### src/rtl/fsmc_sram_resp.sv
// FSMC asynchronous SRAM/PSRAM target. Pins are registered once, phases are
// decoded from edges of that registered copy, data is served from an internal
// byte-lane RAM and the controller is stalled through FSMC_NWAIT.
module fsmc_sram_resp #(
    parameter int AW          = 16,
    parameter int DEPTH_LOG2  = 8,
    parameter int WAIT_CYCLES = 2,
    parameter int MUX_EN      = 0
) (
    input  logic          HCLK,
    input  logic          HRESETn,
    input  logic          FSMC_NE,
    input  logic          FSMC_NOE,
    input  logic          FSMC_NWE,
    input  logic          FSMC_NL,
    input  logic [1:0]    FSMC_NBL,
    input  logic [AW-1:0] FSMC_A,
    input  logic [15:0]   FSMC_DO,
    output logic [15:0]   FSMC_DI,
    output logic          DI_OE,
    output logic          FSMC_NWAIT,
    output logic          ERR,
    output logic [15:0]   RD_CNT,
    output logic [15:0]   WR_CNT
);

    localparam int DEPTH = 1 << DEPTH_LOG2;
    // Wait counter holds WAIT_CYCLES-1 down to 0
    localparam int WCW   = (WAIT_CYCLES > 1) ? $clog2(WAIT_CYCLES) : 1;

    typedef enum logic [2:0] {
        IDLE  = 3'd0,
        ADDR  = 3'd1,
        RWAIT = 3'd2,
        WWAIT = 3'd3,
        RDATA = 3'd4,
        WDATA = 3'd5
    } state_t;

    // Registered pin copies and their previous values
    logic          ne_q;
    logic          noe_q;
    logic          nwe_q;
    logic          nl_q;
    logic [1:0]    nbl_q;
    logic [AW-1:0] a_q;
    logic [15:0]   do_q;
    logic          noe_p_q;
    logic          nwe_p_q;
    logic [1:0]    nbl_p_q;
    logic [15:0]   do_p_q;

    // Control state
    state_t           state_q, state_d;
    logic [WCW-1:0]   wcnt_q, wcnt_d;
    logic             nwait_q, nwait_d;
    logic             di_oe_q, di_oe_d;
    logic             err_q, err_d;
    logic [15:0]      rd_cnt_q, rd_cnt_d;
    logic [15:0]      wr_cnt_q, wr_cnt_d;
    logic [AW-1:0]    addr_q, addr_d;

    // Per-cycle strobes from the FSM
    logic             rd_inc;
    logic             wr_commit;
    logic             rd_load;

    // Edge and violation detection on the registered pins
    logic             noe_fall, noe_rise, nwe_fall, nwe_rise;
    logic             both_low_new;
    logic             addr_ld;
    logic [AW-1:0]    mux_addr;
    logic [AW-1:0]    addr_src;
    logic [DEPTH_LOG2-1:0] ram_idx;

    assign noe_fall = noe_p_q & ~noe_q;
    assign noe_rise = ~noe_p_q & noe_q;
    assign nwe_fall = nwe_p_q & ~nwe_q;
    assign nwe_rise = ~nwe_p_q & nwe_q;
    // Only the first cycle of NOE/NWE overlap counts, so ERR is a single pulse
    assign both_low_new = ~noe_q & ~nwe_q & (noe_p_q | nwe_p_q);

    // Multiplexed address: low 16 bits come from the data bus
    generate
        if (AW > 16) begin : g_mux_wide
            assign mux_addr = {a_q[AW-1:16], do_q};
        end else begin : g_mux_narrow
            assign mux_addr = do_q[AW-1:0];
        end
    endgenerate

    assign addr_src = (MUX_EN != 0) ? mux_addr : a_q;
    assign addr_ld  = (MUX_EN != 0) ? (~nl_q & ~ne_q)
                                    : (~ne_q & ((state_q == IDLE) || (state_q == ADDR)));
    assign ram_idx  = addr_q[DEPTH_LOG2-1:0];

    // Upper address bits are deliberately ignored so accesses wrap over the RAM
    logic unused_addr_bits;
    assign unused_addr_bits = ^addr_q[AW-1:DEPTH_LOG2];

    // Pin input register stage plus one cycle of history for edge detection
    always_ff @(posedge HCLK or negedge HRESETn) begin
        if (!HRESETn) begin
            ne_q    <= 1'b1;
            noe_q   <= 1'b1;
            nwe_q   <= 1'b1;
            nl_q    <= 1'b1;
            nbl_q   <= 2'b11;
            a_q     <= '0;
            do_q    <= '0;
            noe_p_q <= 1'b1;
            nwe_p_q <= 1'b1;
            nbl_p_q <= 2'b11;
            do_p_q  <= '0;
        end else begin
            ne_q    <= FSMC_NE;
            noe_q   <= FSMC_NOE;
            nwe_q   <= FSMC_NWE;
            nl_q    <= FSMC_NL;
            nbl_q   <= FSMC_NBL;
            a_q     <= FSMC_A;
            do_q    <= FSMC_DO;
            noe_p_q <= noe_q;
            nwe_p_q <= nwe_q;
            nbl_p_q <= nbl_q;
            do_p_q  <= do_q;
        end
    end

    // Next-state, output and strobe logic of the phase decoder
    always_comb begin
        state_d   = state_q;
        wcnt_d    = wcnt_q;
        nwait_d   = nwait_q;
        di_oe_d   = di_oe_q;
        err_d     = 1'b0;
        rd_inc    = 1'b0;
        wr_commit = 1'b0;
        rd_load   = 1'b0;

        case (state_q)
            IDLE: begin
                nwait_d = 1'b1;
                di_oe_d = 1'b0;
                if (!ne_q) begin
                    state_d = ADDR;
                end
            end

            ADDR: begin
                if (both_low_new) begin
                    err_d   = 1'b1;
                    di_oe_d = 1'b0;
                end else if (noe_fall && nwe_q) begin
                    if (WAIT_CYCLES == 0) begin
                        state_d = RDATA;
                        di_oe_d = 1'b1;
                        rd_load = 1'b1;
                    end else begin
                        state_d = RWAIT;
                        nwait_d = 1'b0;
                        wcnt_d  = WCW'(WAIT_CYCLES - 1);
                    end
                end else if (nwe_fall && noe_q) begin
                    if (WAIT_CYCLES == 0) begin
                        state_d = WDATA;
                    end else begin
                        state_d = WWAIT;
                        nwait_d = 1'b0;
                        wcnt_d  = WCW'(WAIT_CYCLES - 1);
                    end
                end
            end

            RWAIT: begin
                if (both_low_new) begin
                    err_d   = 1'b1;
                    state_d = ADDR;
                    nwait_d = 1'b1;
                    di_oe_d = 1'b0;
                end else if (noe_rise) begin
                    // Controller abandoned the read before data was offered
                    state_d = ADDR;
                    nwait_d = 1'b1;
                end else if (wcnt_q == '0) begin
                    state_d = RDATA;
                    nwait_d = 1'b1;
                    di_oe_d = 1'b1;
                    rd_load = 1'b1;
                end else begin
                    wcnt_d = wcnt_q - WCW'(1);
                end
            end

            WWAIT: begin
                if (nwe_rise) begin
                    // Controller ignored NWAIT: keep the data, flag the error
                    wr_commit = 1'b1;
                    err_d     = 1'b1;
                    state_d   = ADDR;
                    nwait_d   = 1'b1;
                end else if (wcnt_q == '0) begin
                    state_d = WDATA;
                    nwait_d = 1'b1;
                end else begin
                    wcnt_d = wcnt_q - WCW'(1);
                end
            end

            RDATA: begin
                rd_load = 1'b1;
                if (noe_rise) begin
                    di_oe_d = 1'b0;
                    rd_inc  = 1'b1;
                    state_d = ADDR;
                end
            end

            WDATA: begin
                if (both_low_new) begin
                    err_d   = 1'b1;
                    state_d = ADDR;
                    di_oe_d = 1'b0;
                end else if (nwe_rise) begin
                    wr_commit = 1'b1;
                    state_d   = ADDR;
                end
            end

            default: begin
                state_d = IDLE;
                nwait_d = 1'b1;
                di_oe_d = 1'b0;
            end
        endcase

        // Chip-select release aborts whatever phase is open
        if ((state_q != IDLE) && ne_q) begin
            state_d = IDLE;
            nwait_d = 1'b1;
            di_oe_d = 1'b0;
        end
    end

    // Saturating phase counters and address capture
    always_comb begin
        rd_cnt_d = rd_cnt_q;
        wr_cnt_d = wr_cnt_q;
        addr_d   = addr_q;
        if (rd_inc && (rd_cnt_q != 16'hFFFF)) begin
            rd_cnt_d = rd_cnt_q + 16'd1;
        end
        if (wr_commit && (wr_cnt_q != 16'hFFFF)) begin
            wr_cnt_d = wr_cnt_q + 16'd1;
        end
        if (addr_ld) begin
            addr_d = addr_src;
        end
    end

    // Control state register
    always_ff @(posedge HCLK or negedge HRESETn) begin
        if (!HRESETn) begin
            state_q  <= IDLE;
            wcnt_q   <= '0;
            nwait_q  <= 1'b1;
            di_oe_q  <= 1'b0;
            err_q    <= 1'b0;
            rd_cnt_q <= '0;
            wr_cnt_q <= '0;
            addr_q   <= '0;
        end else begin
            state_q  <= state_d;
            wcnt_q   <= wcnt_d;
            nwait_q  <= nwait_d;
            di_oe_q  <= di_oe_d;
            err_q    <= err_d;
            rd_cnt_q <= rd_cnt_d;
            wr_cnt_q <= wr_cnt_d;
            addr_q   <= addr_d;
        end
    end

    // One RAM per byte lane so NBL maps directly onto lane write enables
    genvar gi;
    generate
        for (gi = 0; gi < 2; gi++) begin : g_lane
            logic [7:0] mem [0:DEPTH-1];
            logic [7:0] rd_q;

            // Lane write, using data/NBL from the last cycle NWE was low
            always_ff @(posedge HCLK) begin
                if (wr_commit && !nbl_p_q[gi]) begin
                    mem[ram_idx] <= do_p_q[gi*8 +: 8];
                end
            end

            // Registered lane read feeding FSMC_DI
            always_ff @(posedge HCLK or negedge HRESETn) begin
                if (!HRESETn) begin
                    rd_q <= '0;
                end else if (rd_load) begin
                    rd_q <= mem[ram_idx];
                end
            end

            assign FSMC_DI[gi*8 +: 8] = rd_q;
        end
    endgenerate

    assign DI_OE      = di_oe_q;
    assign FSMC_NWAIT = nwait_q;
    assign ERR        = err_q;
    assign RD_CNT     = rd_cnt_q;
    assign WR_CNT     = wr_cnt_q;

endmodule

### config.mk
export PLATFORM = sky130hd
export DESIGN_NAME = fsmc_sram_resp
export DESIGN_NICKNAME = d
export VERILOG_FILES = /design/src/rtl/fsmc_sram_resp.sv
export SDC_FILE = /design/constraint.sdc
export NUM_CORES = 2
export LEC_CHECK = 0
export BUFFER_PORTS_ARGS = -buffer_cell sky130_fd_sc_hd__buf_2
export CELL_PAD_IN_SITES_DETAIL_PLACEMENT = 1
export CELL_PAD_IN_SITES_GLOBAL_PLACEMENT = 1
export CORE_UTILIZATION = 36
export DETAILED_ROUTE_END_ITERATION = 7
export PLACE_DENSITY_LB_ADDON = 0.1
export SLEW_MARGIN = 25
export SYNTH_ARGS = -nofsm -noshare
export SYNTH_HDL_FRONTEND = slang
export SYNTH_SLANG_ARGS = --single-unit
### constraint.sdc
create_clock -name HCLK -period 4.9 [get_ports HCLK]
set_clock_uncertainty 0.1 [all_clocks]
set_input_delay 0.245 -clock HCLK [delete_from_list [all_inputs] [get_ports HCLK]]
set_output_delay 0.245 -clock HCLK [all_outputs]
set_load 0.05 [all_outputs]
==> summary.txt <==
Floorplanning
  – Die Ht: 673.7 um
  – I/O pin cnt: 91
  – Full die area: 453900 um2
  – Die Wd: 673.7 um
  – Row count: 246
  – Initial Util: 36.17%
  – Core area: 449100 um2

GRT
  – All-layer global routing usage: 21.91%
  – Vias in the first global route: 85720
  – GR met2 Demand/Resource: 35.90%
  – Grt met1 use: 31.17%
  – Global-route wire length before repair: 697900 um
  – M3 GR Usage: 3.206%
  – Remaining global-route overflow: 0
  – Pin count of the biggest net entering global routing: 166
  – Layer with the highest usage: met2
  – Initial antenna violation count: 40

Placed design
  – IO Port Bufs: 81
  – Dpl hpwl: 318200 um
  – Dpl cell area: 174000 um2
  – Gpl congestion: 0.7920
  – DP Worst Slack: 0.5509 ns

Clocking
  – CTS buffer count: 455
  – CTS Sinks: 4208
  – Post-CTS sizing: 0
  – Clk root buf: clkbuf_16
  – CTS max path bufs: 4
  – H-Tree Level Count: 5
  – CTS clk-pin slew, worst paths: 0.07 ns
  – CTS tree: built
  – Post-CTS setup buffers: 0
  – Clk_lat worst skew: 1.00 ns
  – Hold buffers post-CTS: 61

Timing
  – Final Max Tran Viols: 0
  – Slew margin rel.: 24.96%
  – Setup TNS: 0 ns
  – Fin crit period: 4.414 ns
  – Worst Hold Slack: 0.2454 ns
  – Slew @ Worst Pin: 1.126 ns
  – F_max: 226.6 MHz
  – RSZ-0062 raised after global routing: false
  – Final setup fails: 0
  – Setup WS post-layout: 0.4862 ns
  – Period utilization: 90.08%
  – Endpoints failing hold: 0

Detailed routing
  – Routed vias/inst: 5.508
  – First-pass DRT Iterations: 5
  – Iter 0 DRT Violations: 8147
  – Post-route DRC: 0
  – Detailed Route WL: 502800 um
  – Via Count: 81270
  – Final ANT Viol Nets: 0
  – Wire length per cell: 34.07 um

Logic synthesis
  – Top_reg_cell synth: edfxtp_1
  – Avg Synthesized Cell Area: 21.34 um2
  – Synth area leaders: edfxtp_1 (76%), mux4_2 (14%), dfrtp_1 (1.6%)
  – Net Count, Synth: 7653
  – Synth Warn #: 0
  – Post-synth top cells: edfxtp_1 (4096), mux4_2 (998), nor2_1 (608), mux2i_1 (241), nand2_1 (191)
  – Post-Syn Area: 162400 um2
  – Post-synth top area cell: edfxtp_1
  – Post-synth top area share: 75.72%
  – Post-synthesis async set-or-reset flop share: 2.662%
  – Post-synth EDFFs: 4096
  – Flop and latch count out of synthesis: 4208
  – Synth Instances: 7611
  – Distinct cells, synth: 70
  – Most frequent cell after synthesis: edfxtp_1
  – Register area share after synthesis: 77.45%

Finish
  – Fin nets: 8456
  – Post-route cell area: 189000 um2
  – Layout area overhead: 16.37%
  – Fraction of layout cells with a size suffix above 1: 28.78%
  – FILL cells: 41640

Pwr
  – Clk network pwr share: 32.6%
  – Sequential Power Share: 39.6%
  – Pleak: 59.54 nW
  – Power Density: 541.9 nW/um2
  – Combinational power share: 27.8%
  – Sw Share: 31.93%
  – Switching power: 0.03271 W
  – Pint: 0.06973 W
  – Peak supply drop: 0.3146 mV

Worst setup path
  – Startpoint Class: flip-flop
  – R2R Setup Slk: 0.49 ns
  – RR Endpoint: g_lane[0].rd_q[7]
  – Crit-path max FO: 41
  – R2R depth: 8
  – CP Capture Type: flip-flop
  – Worst Path Required: 5.64 ns
  – FF-to-FF Start: addr_q[1]
  – Crit Path Class: flip-flop to flip-flop
  – Worst EP arrival: 5.16 ns

Status
  – Outcome: finished, final reports clean

Job
  – Number of max-cap violations: 0

Worst hold path
  – Hold_sp: do_q[4]
  – Hold Path Sink: do_p_q[4]
  – Hold path depth: 0
  – Hold WC Path Type: flip-flop to flip-flop
==> worst max-delay path, cell delays in order, from the launching register on <==
cell and delay (ns):
dfrtp_4 1.05, buf_4 0.70, buf_4 0.45, mux4_2 0.35, a22oi_1 0.24, o21ai_0 0.19
a21oi_1 0.17, nor3b_1 0.68, a31oi_1 0.17
==> per-layer routing <==
| metal | part of all wire (%) | vias up |
|---|---|---|
| met2 | 48 | 2152 |
| met4 | 2.3 | 6 |
| met5 | 0.0078 | - |
| met3 | 5.0 | 584 |
| li1 | - | 33370 |
| met1 | 44 | 45160 |
==> cell usage in the layout, fill, tap and decap left out, drive strengths merged, types with 24 or more instances in the layout <==
master and instances:
o221ai 40, buf 751, dfrtp 102, xnor2 27
clkbuf 557, nand3 63, mux4 998, edfxtp 4096
o21ai 67, nand2 191, a22oi 137, o22ai 78
nor2 608, bufinv 34, dlygate4sd3 60, nor3 43
clkinv 218, mux2 34, mux2i 241, nor2b 24
a211oi 35, a21oi 102
==> kinds of logic after synthesis <==
family,after synthesis,share of synthesized area (%)
flops,4208,77.45
xor+xnor,30,0.1618
mux,1273,15.56
fa+ha+maj,2,0.01540
simple gates,1035,2.720
compound gates,588,2.509
buf+inv,475,1.587
==> final cells by class <==
| class | instances | area (um2) | area share (%) |
|---|---|---|---|
| flip-flops and latches | 4208 | 125900 | 66.60 |
| multi-input cells | 2928 | 34280 | 18.13 |
| clock buffers | 557 | 11970 | 6.334 |
| well taps | 5952 | 7447 | 3.940 |
| repair buffers | 811 | 7048 | 3.728 |
| clock inverters | 278 | 2322 | 1.228 |
| inverters | 10 | 40.04 | 0.02118 |
| diodes | 12 | 30.03 | 0.01589 |
==> how the worst max path moves through the flow <==
stage | from | cells after the start | slack, ns | endpoint
6_report | addr_q[1] | 8 | 0.49 | g_lane[0].rd_q[7]
5_1_grt | addr_q[0] | 10 | 0.37 | g_lane[0].rd_q[1]
4_1_cts | addr_q[0] | 10 | 0.52 | g_lane[0].rd_q[1]
3_5_place_dp | addr_q[1] | 8 | 0.55 | g_lane[0].rd_q[7]
3_3_place_gp | addr_q[0] | 10 | 0.55 | g_lane[0].rd_q[1]
2_1_floorplan | do_p_q[0] | 0 | 0.83 | g_lane[0].mem[0][0]
==> registers in the layout, indices dropped and copies added, names as in the netlist <==
signal       flops
g_lane.mem    4096
g_lane.rd_q     16
wcnt_q           1
WR_CNT          16
a_q              8
do_q            16
state_q          3
nwe_q            1
ne_q             1
DI_OE            1
addr_q           8
nbl_p_q          2
do_p_q          16
nwe_p_q          1
noe_q            1
noe_p_q          1
FSMC_NWAIT       1
ERR              1
RD_CNT          16
nbl_q            2
==> per-stage QoR <==
stage	std cells	total power, W	utilization, %
after floorplan	7611	0.05786	-
after global placement	13850	0.07009	38.74
after detailed placement	13850	0.07017	38.74
after CTS	14740	0.1037	42.07
after global routing	14750	0.1057	42.09
final	14760	0.1024	42.09
==> power groups by stage <==
stage	clock network (W)	logic, W	registers [W]
after floorplan	0	0.0167	0.0412
after global placement	0	0.0288	0.0413
after detailed placement	0	0.0288	0.0413
after CTS	0.0341	0.0290	0.0406
after global routing	0.0353	0.0299	0.0405
final	0.0334	0.0285	0.0405
Power figures use the tool's default switching activity.
